$ cat src/rtl/demux1to16_sipo_pkg.sv
// demux1to16_sipo_pkg: shared sizes and output buffer state encoding
package demux1to16_sipo_pkg;
  localparam int MUX_WIDTH = 16;
  localparam int MUX_SEL_W = 4;
  typedef enum logic {
    BUF_EMPTY = 1'b0,
    BUF_FULL  = 1'b1
  } buf_state_t;
endpackage

$ cat src/rtl/demux1to16_sipo_decoder4to16.sv
// decoder4to16: select index to one-hot slot write enables, gated by en
module decoder4to16 #(
  parameter int WIDTH = 16,
  parameter int SEL_W = 4
) (
  input  logic             en,
  input  logic [SEL_W-1:0] sel,
  output logic [0:WIDTH-1] onehot
);
  // exactly one enable raised at the selected slot when en is high
  always_comb begin
    onehot = '0;
    onehot[sel] = en;
  end
endmodule

$ cat src/rtl/demux1to16_sipo.sv
// demux1to16_sipo: steers serial bits into slots and hands off full words via valid/ack
module demux1to16_sipo
  import demux1to16_sipo_pkg::*;
#(
  parameter int WIDTH = MUX_WIDTH,
  parameter int SEL_W = MUX_SEL_W
) (
  input  logic             clk,
  input  logic             rst,
  input  logic             sync,
  input  logic             d_in,
  input  logic             d_valid,
  input  logic             w_ack,
  output logic [0:WIDTH-1] w_out,
  output logic             w_valid,
  output logic [SEL_W-1:0] sel,
  output logic             overrun
);
  buf_state_t       state;
  logic [0:WIDTH-1] collect;
  logic [0:WIDTH-1] collect_next;
  logic [0:WIDTH-1] wr_en;
  logic [SEL_W-1:0] eff_sel;
  logic [SEL_W-1:0] sel_next;
  logic             complete;

  decoder4to16 #(.WIDTH(WIDTH), .SEL_W(SEL_W)) u_dec (
    .en     (d_valid),
    .sel    (eff_sel),
    .onehot (wr_en)
  );

  // sync restarts the frame at slot 0 and drops the partial word; collect_next doubles as the completed word
  always_comb begin
    eff_sel = sync ? '0 : sel;
    complete = d_valid && (eff_sel == SEL_W'(WIDTH - 1));
    sel_next = d_valid ? eff_sel + SEL_W'(1) : eff_sel;
    collect_next = ((sync ? '0 : collect) & ~wr_en) | ({WIDTH{d_in}} & wr_en);
  end

  assign w_valid = (state == BUF_FULL);

  // counter, collect register, output buffer FSM and sticky overrun
  always_ff @(posedge clk) begin
    if (rst) begin
      state <= BUF_EMPTY;
      sel <= '0;
      collect <= '0;
      w_out <= '0;
      overrun <= 1'b0;
    end else begin
      sel <= sel_next;
      collect <= collect_next;
      if (complete && (state == BUF_EMPTY || w_ack)) begin
        w_out <= collect_next;
        state <= BUF_FULL;
      end else if (complete) begin
        overrun <= 1'b1;
      end else if (state == BUF_FULL && w_ack) begin
        state <= BUF_EMPTY;
      end
    end
  end
endmodule

$ cat config.mk
export PLATFORM = sky130hd
export DESIGN_NAME = demux1to16_sipo
export DESIGN_NICKNAME = d
export VERILOG_FILES = /design/src/rtl/demux1to16_sipo_pkg.sv /design/src/rtl/demux1to16_sipo_decoder4to16.sv /design/src/rtl/demux1to16_sipo.sv
export SDC_FILE = /design/constraint.sdc
export NUM_CORES = 1
export LEC_CHECK = 0
export CORE_AREA = 10 10 92 94
export CTS_BUF_LIST = sky130_fd_sc_hd__clkbuf_16
export CTS_CLUSTER_SIZE = 40
export DETAILED_ROUTE_END_ITERATION = 12
export DIE_AREA = 0 0 102 104
export PLACE_DENSITY_LB_ADDON = 0.15
export SLEW_MARGIN = 10
export SYNTH_ARGS = -nofsm -noshare
export SYNTH_HDL_FRONTEND = slang
export SYNTH_SLANG_ARGS = --single-unit
$ cat constraint.sdc
create_clock -name clk -period 4.2 [get_ports clk]
set_clock_uncertainty 0.2 [all_clocks]
set_input_delay 0.84 -clock clk [delete_from_list [all_inputs] [get_ports clk]]
set_output_delay 0.84 -clock clk [all_outputs]
set_load 0.03 [all_outputs]
==> reports/qor.log, run 1 <==
[place] Setup WS pre-CTS 0.815 ns
[drt] average wire per cell in the routed design 17.8 µm
[clock_network] Num CTS Buffers 5
[place] GPL Wtd Cong 0.697
[sta] final-report setup violation count 0
[pwr] areal power density over the cells 364 mW/mm²
[setup_path] Critical Path Slowest Stage Cell clkdlybuf4s50_1
[sta] max_slew headroom 0.523
[drt] met1 routed wirelength after detailed routing 2.49 mm
[run] Max Cap Viol 0
[drt] remaining design rule violation count 0
[yosys] Yosys reg bits 37
[yosys] instance count of the mapped netlist 177
[sta] post-route fraction of the period consumed by the critical path 0.732
[clock_network] register clock-pin slew on the reported worst setup and hold paths 0.06 ns
[setup_path] cell breakdown of the critical path clkdlybuf4s50_1, and3_2, and3_1, a311oi_1
[place] Post-DP Area 0.00193 mm²
[clock_network] Clock Tree Buf Depth 2
[setup_path] Critical Path AT 2.98 ns
[drt] Antenna Nets Post-Route 0
[global_routing] antenna violations before repair 0
[sta] final worst slack 1.13 ns
[floorplanning] Initial Utilization 0.244
[final_layout] fraction of final layout cells sized beyond drive strength 1 0.0979
[floorplanning] Chip Width 102 µm
[floorplanning] Die ar. 0.0106 mm²
[sta] setup repair after global routing missed its margin false
[yosys] cell area after technology mapping 0.00163 mm²
[drt] Iter 0 DRT Violations 88
[sta] slew at the pin with the worst max-slew slack 0.707 ns
[outcome] run status completed
[yosys] Post-synth ARST share 0
[sta] Hold Vio Cnt, Final 0
[yosys] predominant post-synthesis flop cell dfxtp_1
[drt] Top Metal Used met4
[yosys] syn nets 183
[setup_path] critical path startpoint category input port
[final_layout] Ant. Diodes 0
[final_layout] number of nets in the layout 199
[place] Placed Cells 266
[global_routing] overflow left after global routing 0
[sta] Min Clock Period, post-route 3.07 ns
[setup_path] worst r2r src sel[0]$_SDFF_PP0_
[global_routing] via count of the first global-routing pass 1439
[drt] via count 1403
[floorplanning] Die Span Y 104 µm
[sta] number of pins with negative max-slew slack in the final report 0
[floorplanning] number of standard-cell rows in the floorplan 30
[sta] accumulated negative setup slack 0 ns
[place] placed wire-length estimate 3.26 mm
[final_layout] growth of design area from synthesis to finish 26.9%
[pwr] Total Power Consumption 0.752 mW
[global_routing] global routing usage summed across all routing layers 0.0931
[worst_hold_path] hold crit path type reg -> reg
[clock_network] CTS hold repair buffers 0
[setup_path] startpoint-to-endpoint class of the critical path in -> reg
[worst_hold_path] Hold Path Origin overrun$_SDFFE_PP0P_
[yosys] syn_area_per_cell 9.20 µm²
[clock_network] post-cts resize count 0
[yosys] post-synth cell types 37
[yosys] yosys synthesis warning count 0
[final_layout] final instance count without filler cells 274
[clock_network] postcts setup bufs 0
[pwr] Static Leak 0.621 nW
[yosys] most frequent cells after synthesis dfxtp_1, a21oi_1, a31oi_1, clkbuf_1, a311oi_1
[floorplanning] IO Count 28
[drt] detailed-routing iteration count for the pre-antenna-repair pass 4
[clock_network] clock latency on the worst-skew pair 0.28 ns
[clock_network] CTS tree built
[global_routing] first-pass GRT wire length 7.91 mm
[final_layout] area of all placed cells without fillers 0.00207 mm²
[yosys] Synth area leaders dfxtp_1, a311oi_1, a31oi_1
[setup_path] CP Launch Point d_valid
[clock_network] root buf cell clkbuf_16
[global_routing] pin count of the biggest net entering global routing 22
[clock_network] number of H-tree levels 2
[setup_path] required time of the critical path 4.11 ns
[yosys] proportion of synthesized chip area in sequential cells 0.455
[yosys] number of flops mapped to enable cells by yosys 0
[setup_path] register-to-register path setup slack 1.80 ns
[yosys] post-synth top area share 0.455
[place] count of port buffers added during placement 27
[yosys] most repeated cell in the gate-level netlist after synthesis dfxtp_1
[drt] detailed-routed wire length on met2 2.02 mm
[drt] sum of met3 wire segment lengths after detailed routing 281 µm
[setup_path] Worst setup EP type flip-flop
[yosys] top cell type by total area after synthesis dfxtp_1
[floorplanning] core area 0.00668 mm²
[drt] via/cell ratio 5.12
[pwr] Worst IR Drop VDD 0.168 mV
[sta] fmax 325 MHz
[setup_path] biggest cell delay along the critical path 0.71 ns
[drt] wire length after detailed routing 4.88 mm
[setup_path] peak fanout along the critical path 21
[clock_network] number of clock sinks 37
[worst paths after layout]
check / to / cells after the start
setup reg to reg: w_out[0]$_SDFFE_PP0P_ / 3
hold reg to reg: overrun$_SDFFE_PP0P_ / 2
hold / removal: overrun$_SDFFE_PP0P_ / 2
setup / recovery: w_out[0]$_SDFFE_PP0P_ / 4
[cells in the final DEF (no fill, tap or decap), drive strengths merged]
cell / synthesis / routed
and3: 2 / 2
or2: 1 / 1
nand4bb: 2 / 2
nand2b: 4 / 4
buf: 7 / 3
xor2: 1 / 1
xnor2: 2 / 2
nand2: 2 / 2
nor2b: 4 / 4
nor2: 6 / 6
nand4b: 2 / 2
clkinv: 0 / 2
a31o: 1 / 1
and4b: 1 / 1
o21bai: 1 / 1
nor4bb: 1 / 1
and3b: 1 / 1
clkbuf: 14 / 5
or3b: 1 / 1
or3: 4 / 4
o2111ai: 2 / 2
nand4: 1 / 1
inv: 4 / 5
clkdlybuf4s50: 0 / 27
o21ai: 9 / 9
or2b: 1 / 1
o211ai: 2 / 2
a21oi: 18 / 18
nand3: 9 / 9
dfxtp: 37 / 37
and4bb: 1 / 1
a311oi: 15 / 15
a31oi: 16 / 16
o311ai: 5 / 5
[report_power, final]
part | internal, mW | switching (mW)
logic | 0.0138 | 0.0224
registers | 0.353 | 0.00394
clock network | 0.215 | 0.143
total | 0.582 | 0.170
[area by class of cell]
| type | count | area (µm²) |
|---|---|---|
| clock buffers | 5 | 125 |
| clock inverters | 3 | 13.8 |
| fillers | 711 | 4620 |
| inverters | 4 | 15.0 |
| multi-input cells | 115 | 778 |
| flip-flops and latches | 37 | 741 |
| well taps | 80 | 100 |
| repair buffers | 30 | 293 |
[cell families after synthesis]
logic type	after synthesis	synth area share
AO/OA/AOI/OAI	69	0.290
AND/OR/NAND/NOR	43	0.172
flip-flops	37	0.455
buffers and inverters	25	0.0669
XOR/XNOR	3	0.0161
[worst max-delay path, delay by kind of cell]
family / cells / cell delay (ns)
AND/OR/NAND/NOR: 2 / 1.22
buffers and inverters: 1 / 0.71
AO/OA/AOI/OAI: 1 / 0.20
[flip-flops by register name (all words and copies together), names as in the netlist]
name and cells:
w_valid 1, overrun 1, sel 4, collect 15
w_out 16
[routing by layer]
layer	global-route usage	vias to the layer above
met5	0	-
met2	0.129	38
met3	0.0246	8
met1	0.129	645
li1	-	712
met4	0.0433	0
[stage by stage]
stage               utilization  hold WS, ns
finish                    0.309        0.274
global route              0.309        0.319
CTS                       0.309        0.280
detailed placement        0.288        0.265
global placement          0.288        0.261
floorplan                     -        0.268
(Power assumes the default switching activity.)
==> run 2, diff against run 1 <==
==> constraint.sdc (replaced) <==
create_clock -name clk -period 2.5 [get_ports clk]
set_clock_uncertainty 0.2 [all_clocks]
set_input_delay 0.5 -clock clk [delete_from_list [all_inputs] [get_ports clk]]
set_output_delay 0.5 -clock clk [all_outputs]
set_load 0.03 [all_outputs]
==> run 2 against run 1 <==
Non-clock buffer count is 17 higher; combinational power is 100% higher; final cell count is 5.8% higher; flip-flop and latch count stayed put; count of clock-buffer cells in the layout stayed put; register-to-register slack worse by 1.2 ns; sequential power is 66% higher; critical path depth is 3 lower; critical endpoint is now sel[3]; hold slack worse by 0.0055 ns; routed wire length is 2.3% higher.
==> reports/qor.log, run 2 (same netlist as run 1, synthesis figures left out) <==
[outcome] run status completed
[setup_path] startpoint-to-endpoint class of the critical path reg -> out
[setup_path] depth of the worst register-to-register path 4 [+1]
[final_layout] max reg flops 16 [unchanged]
[final_layout] largest registers in the final layout w_out (16), collect (15), sel (4)
[setup_path] cell count along the critical path 1 [-3]
[setup_path] register-to-register path setup slack 0.63 ns [-1.17 ns]
[drt] remaining design rule violation count 0 [unchanged]
[clock_network] CTS hold repair buffers 0 [unchanged]
[floorplanning] core area 0.00668 mm² [unchanged]
[setup_path] biggest cell delay along the critical path 0.73 ns [+0.02 ns]
[global_routing] global routing usage summed across all routing layers 0.0994 [+0.00623]
[global_routing] antenna violations before repair 0 [unchanged]
[final_layout] Ant. Diodes 0 [unchanged]
[sta] max_slew headroom 0.683 [+0.160]
[sta] Hold Vio Cnt, Final 0 [unchanged]
[place] Setup WS pre-CTS 0.188 ns [-0.627 ns]
[setup_path] CP Launch Point sel[3]$_SDFF_PP0_
[final_layout] leading cell type in the layout, fill and taps excluded dfxtp_1
[sta] fmax 456 MHz
[clock_network] number of clock sinks 37 [unchanged]
[setup_path] Critical Path AT 1.49 ns [-1.49 ns]
[sta] number of pins with negative max-slew slack in the final report 0 [unchanged]
[worst_hold_path] number of stages on the worst hold path 2 [unchanged]
[final_layout] Most flops, register w_out
[drt] via count 1477 [+5.3%]
[sta] slew at the pin with the worst max-slew slack 0.470 ns [-0.237 ns]
[clock_network] post-cts resize count 0 [unchanged]
[drt] via/cell ratio 5.09 [-0.53%]
[drt] average wire per cell in the routed design 17.2 µm [-3.3%]
[clock_network] register clock-pin slew on the reported worst setup and hold paths 0.06 ns [about the same]
[final_layout] most frequent cells in the layout dfxtp_1, clkdlybuf4s50_1, buf_4
[floorplanning] IO Count 28 [unchanged]
[sta] post-route worst hold slack 0.268 ns [-0.00554 ns]
[place] GPL Wtd Cong 0.772 [+11%]
[run] Max Cap Viol 0 [unchanged]
[clock_network] Clock Tree Buf Depth 2 [unchanged]
[floorplanning] Die ar. 0.0106 mm² [unchanged]
[setup_path] worst r2r src sel[0]$_SDFF_PP0_
[pwr] areal power density over the cells 616 mW/mm² [+69%]
[pwr] switching fraction of total power 0.208 [-0.0172]
[setup_path] critical register-to-register path endpoint w_out[0]$_SDFFE_PP0P_
[clock_network] number of H-tree levels 2 [unchanged]
[drt] Antenna Nets Post-Route 0 [unchanged]
[pwr] sequential cell fraction of total power 0.433 [-0.042]
[pwr] sw power 0.286 mW [+69%]
[sta] post-route fraction of the period consumed by the critical path 0.876
[floorplanning] Initial Utilization 0.244 [unchanged]
[clock_network] Num CTS Buffers 5 [unchanged]
[global_routing] via count of the first global-routing pass 1539 [+6.9%]
[worst_hold_path] hold crit path type reg -> reg
[pwr] Worst IR Drop VDD 0.249 mV [+48%]
[clock_network] postcts setup bufs 0 [unchanged]
[setup_path] critical path startpoint category flip-flop
[place] placed wire-length estimate 3.62 mm [+11%]
[sta] setup repair after global routing missed its margin false
[final_layout] number of fill cells 716 [+0.70%]
[clock_network] root buf cell clkbuf_16
[sta] final-report setup violation count 0 [unchanged]
[clock_network] CTS tree built
[setup_path] buffers and inverters on the worst path 1 [unchanged]
[pwr] Static Leak 0.714 nW [+15%]
[drt] Iter 0 DRT Violations 98 [+11%]
[global_routing] pin count of the biggest net entering global routing 15 [-32%]
[final_layout] fraction of final layout cells sized beyond drive strength 1 0.171 [+0.0735]
[sta] final worst slack 0.309 ns [-0.816 ns]
[setup_path] end point of the critical path sel[3]
[setup_path] kind of cell with the highest combined delay on the critical path buffers and inverters
[setup_path] required time of the critical path 1.80 ns [-2.31 ns]
[clock_network] clock latency on the worst-skew pair 0.28 ns [about the same]
[floorplanning] Die Span Y 104 µm [unchanged]
[floorplanning] Chip Width 102 µm [unchanged]
[final_layout] growth of design area from synthesis to finish 36.8%
[setup_path] peak fanout along the critical path 8 [-62%]
[global_routing] first-pass GRT wire length 8.34 mm [+5.4%]
[pwr] share of total power in combinational logic 0.053 [+0.005]
[setup_path] cell breakdown of the critical path clkdlybuf4s50_1
[place] count of port buffers added during placement 27 [unchanged]
[drt] wire length after detailed routing 5.00 mm [+2.3%]
[sta] accumulated negative setup slack 0 ns [unchanged]
[floorplanning] number of standard-cell rows in the floorplan 30 [unchanged]
[pwr] relative contribution of the clock network to total power 0.514 [+0.037]
[setup_path] Worst setup EP type output port
[drt] detailed-routing iteration count for the pre-antenna-repair pass 4 [unchanged]
[sta] Min Clock Period, post-route 2.19 ns
[setup_path] Critical Path Slowest Stage Cell clkdlybuf4s50_1
[global_routing] overflow left after global routing 0 [unchanged]
[final_layout] number of nets in the layout 216 [+8.5%]
[pwr] internal power contribution 1.09 mW [+87%]
## run 2: changes by cell type in the layout (fill, tap and decap cells not counted), sizes merged
cell    change
clkinv      -1
buf        +17
bufinv      +1
inv         -1
## run 2: worst register-to-register path: cells and delay by family, from the launching register on
kind                   cells  cell delay (ns)
AO/OA/AOI/OAI              2             0.60
buffers and inverters      1             0.18
flip-flops                 1             0.32
AND/OR/NAND/NOR            1             0.44
## run 2: through the flow
| stage | instance area (µm²) | total power [mW] | utilization | std cells |
|---|---|---|---|---|
| 3_3_place_gp | 2070 | 0.681 | 0.309 | 283 |
| 6_report | 2230 | 1.37 | 0.333 | 290 |
| 5_1_grt | 2230 | 1.41 | 0.333 | 290 |
| 2_1_floorplan | 1630 | 0.649 | - | 177 |
| 4_1_cts | 2230 | 1.39 | 0.333 | 290 |
| 3_5_place_dp | 2070 | 0.680 | 0.309 | 283 |
## run 2: worst min-delay path by stage
stage / start / endpoint / slack (ns)
final: overrun$_SDFFE_PP0P_ / overrun$_SDFFE_PP0P_ / 0.27
after global routing: overrun$_SDFFE_PP0P_ / overrun$_SDFFE_PP0P_ / 0.31
after CTS: overrun$_SDFFE_PP0P_ / overrun$_SDFFE_PP0P_ / 0.28
after detailed placement: overrun$_SDFFE_PP0P_ / overrun$_SDFFE_PP0P_ / 0.26
after global placement: overrun$_SDFFE_PP0P_ / overrun$_SDFFE_PP0P_ / 0.27
after floorplan: collect[13]$_SDFF_PP0_ / collect[13]$_SDFF_PP0_ / 0.27
## run 2: cell type report
class | count | area, µm² | area share
well taps | 80 | 100 | 0.0449
clock buffers | 5 | 125 | 0.0562
flip-flops and latches | 37 | 741 | 0.333
inverters | 4 | 15.0 | 0.00674
clock inverters | 2 | 35.0 | 0.0157
repair buffers | 47 | 433 | 0.194
multi-input cells | 115 | 778 | 0.349
## run 2: layer usage
metal	track usage	up-vias	part of all wire
met1	0.133	696	0.47
met4	0.0393	0	0.017
li1	-	744	-
met2	0.144	31	0.45
met5	0	-	0
met3	0.0292	6	0.060
## run 2: power groups by stage
stage / clock [mW] / combinational, mW / sequential, mW
global placement: 0 / 0.0744 / 0.607
finish: 0.705 / 0.0727 / 0.594
floorplan: 0 / 0.0374 / 0.611
detailed placement: 0 / 0.0732 / 0.607
CTS: 0.720 / 0.0738 / 0.594
global route: 0.740 / 0.0801 / 0.594
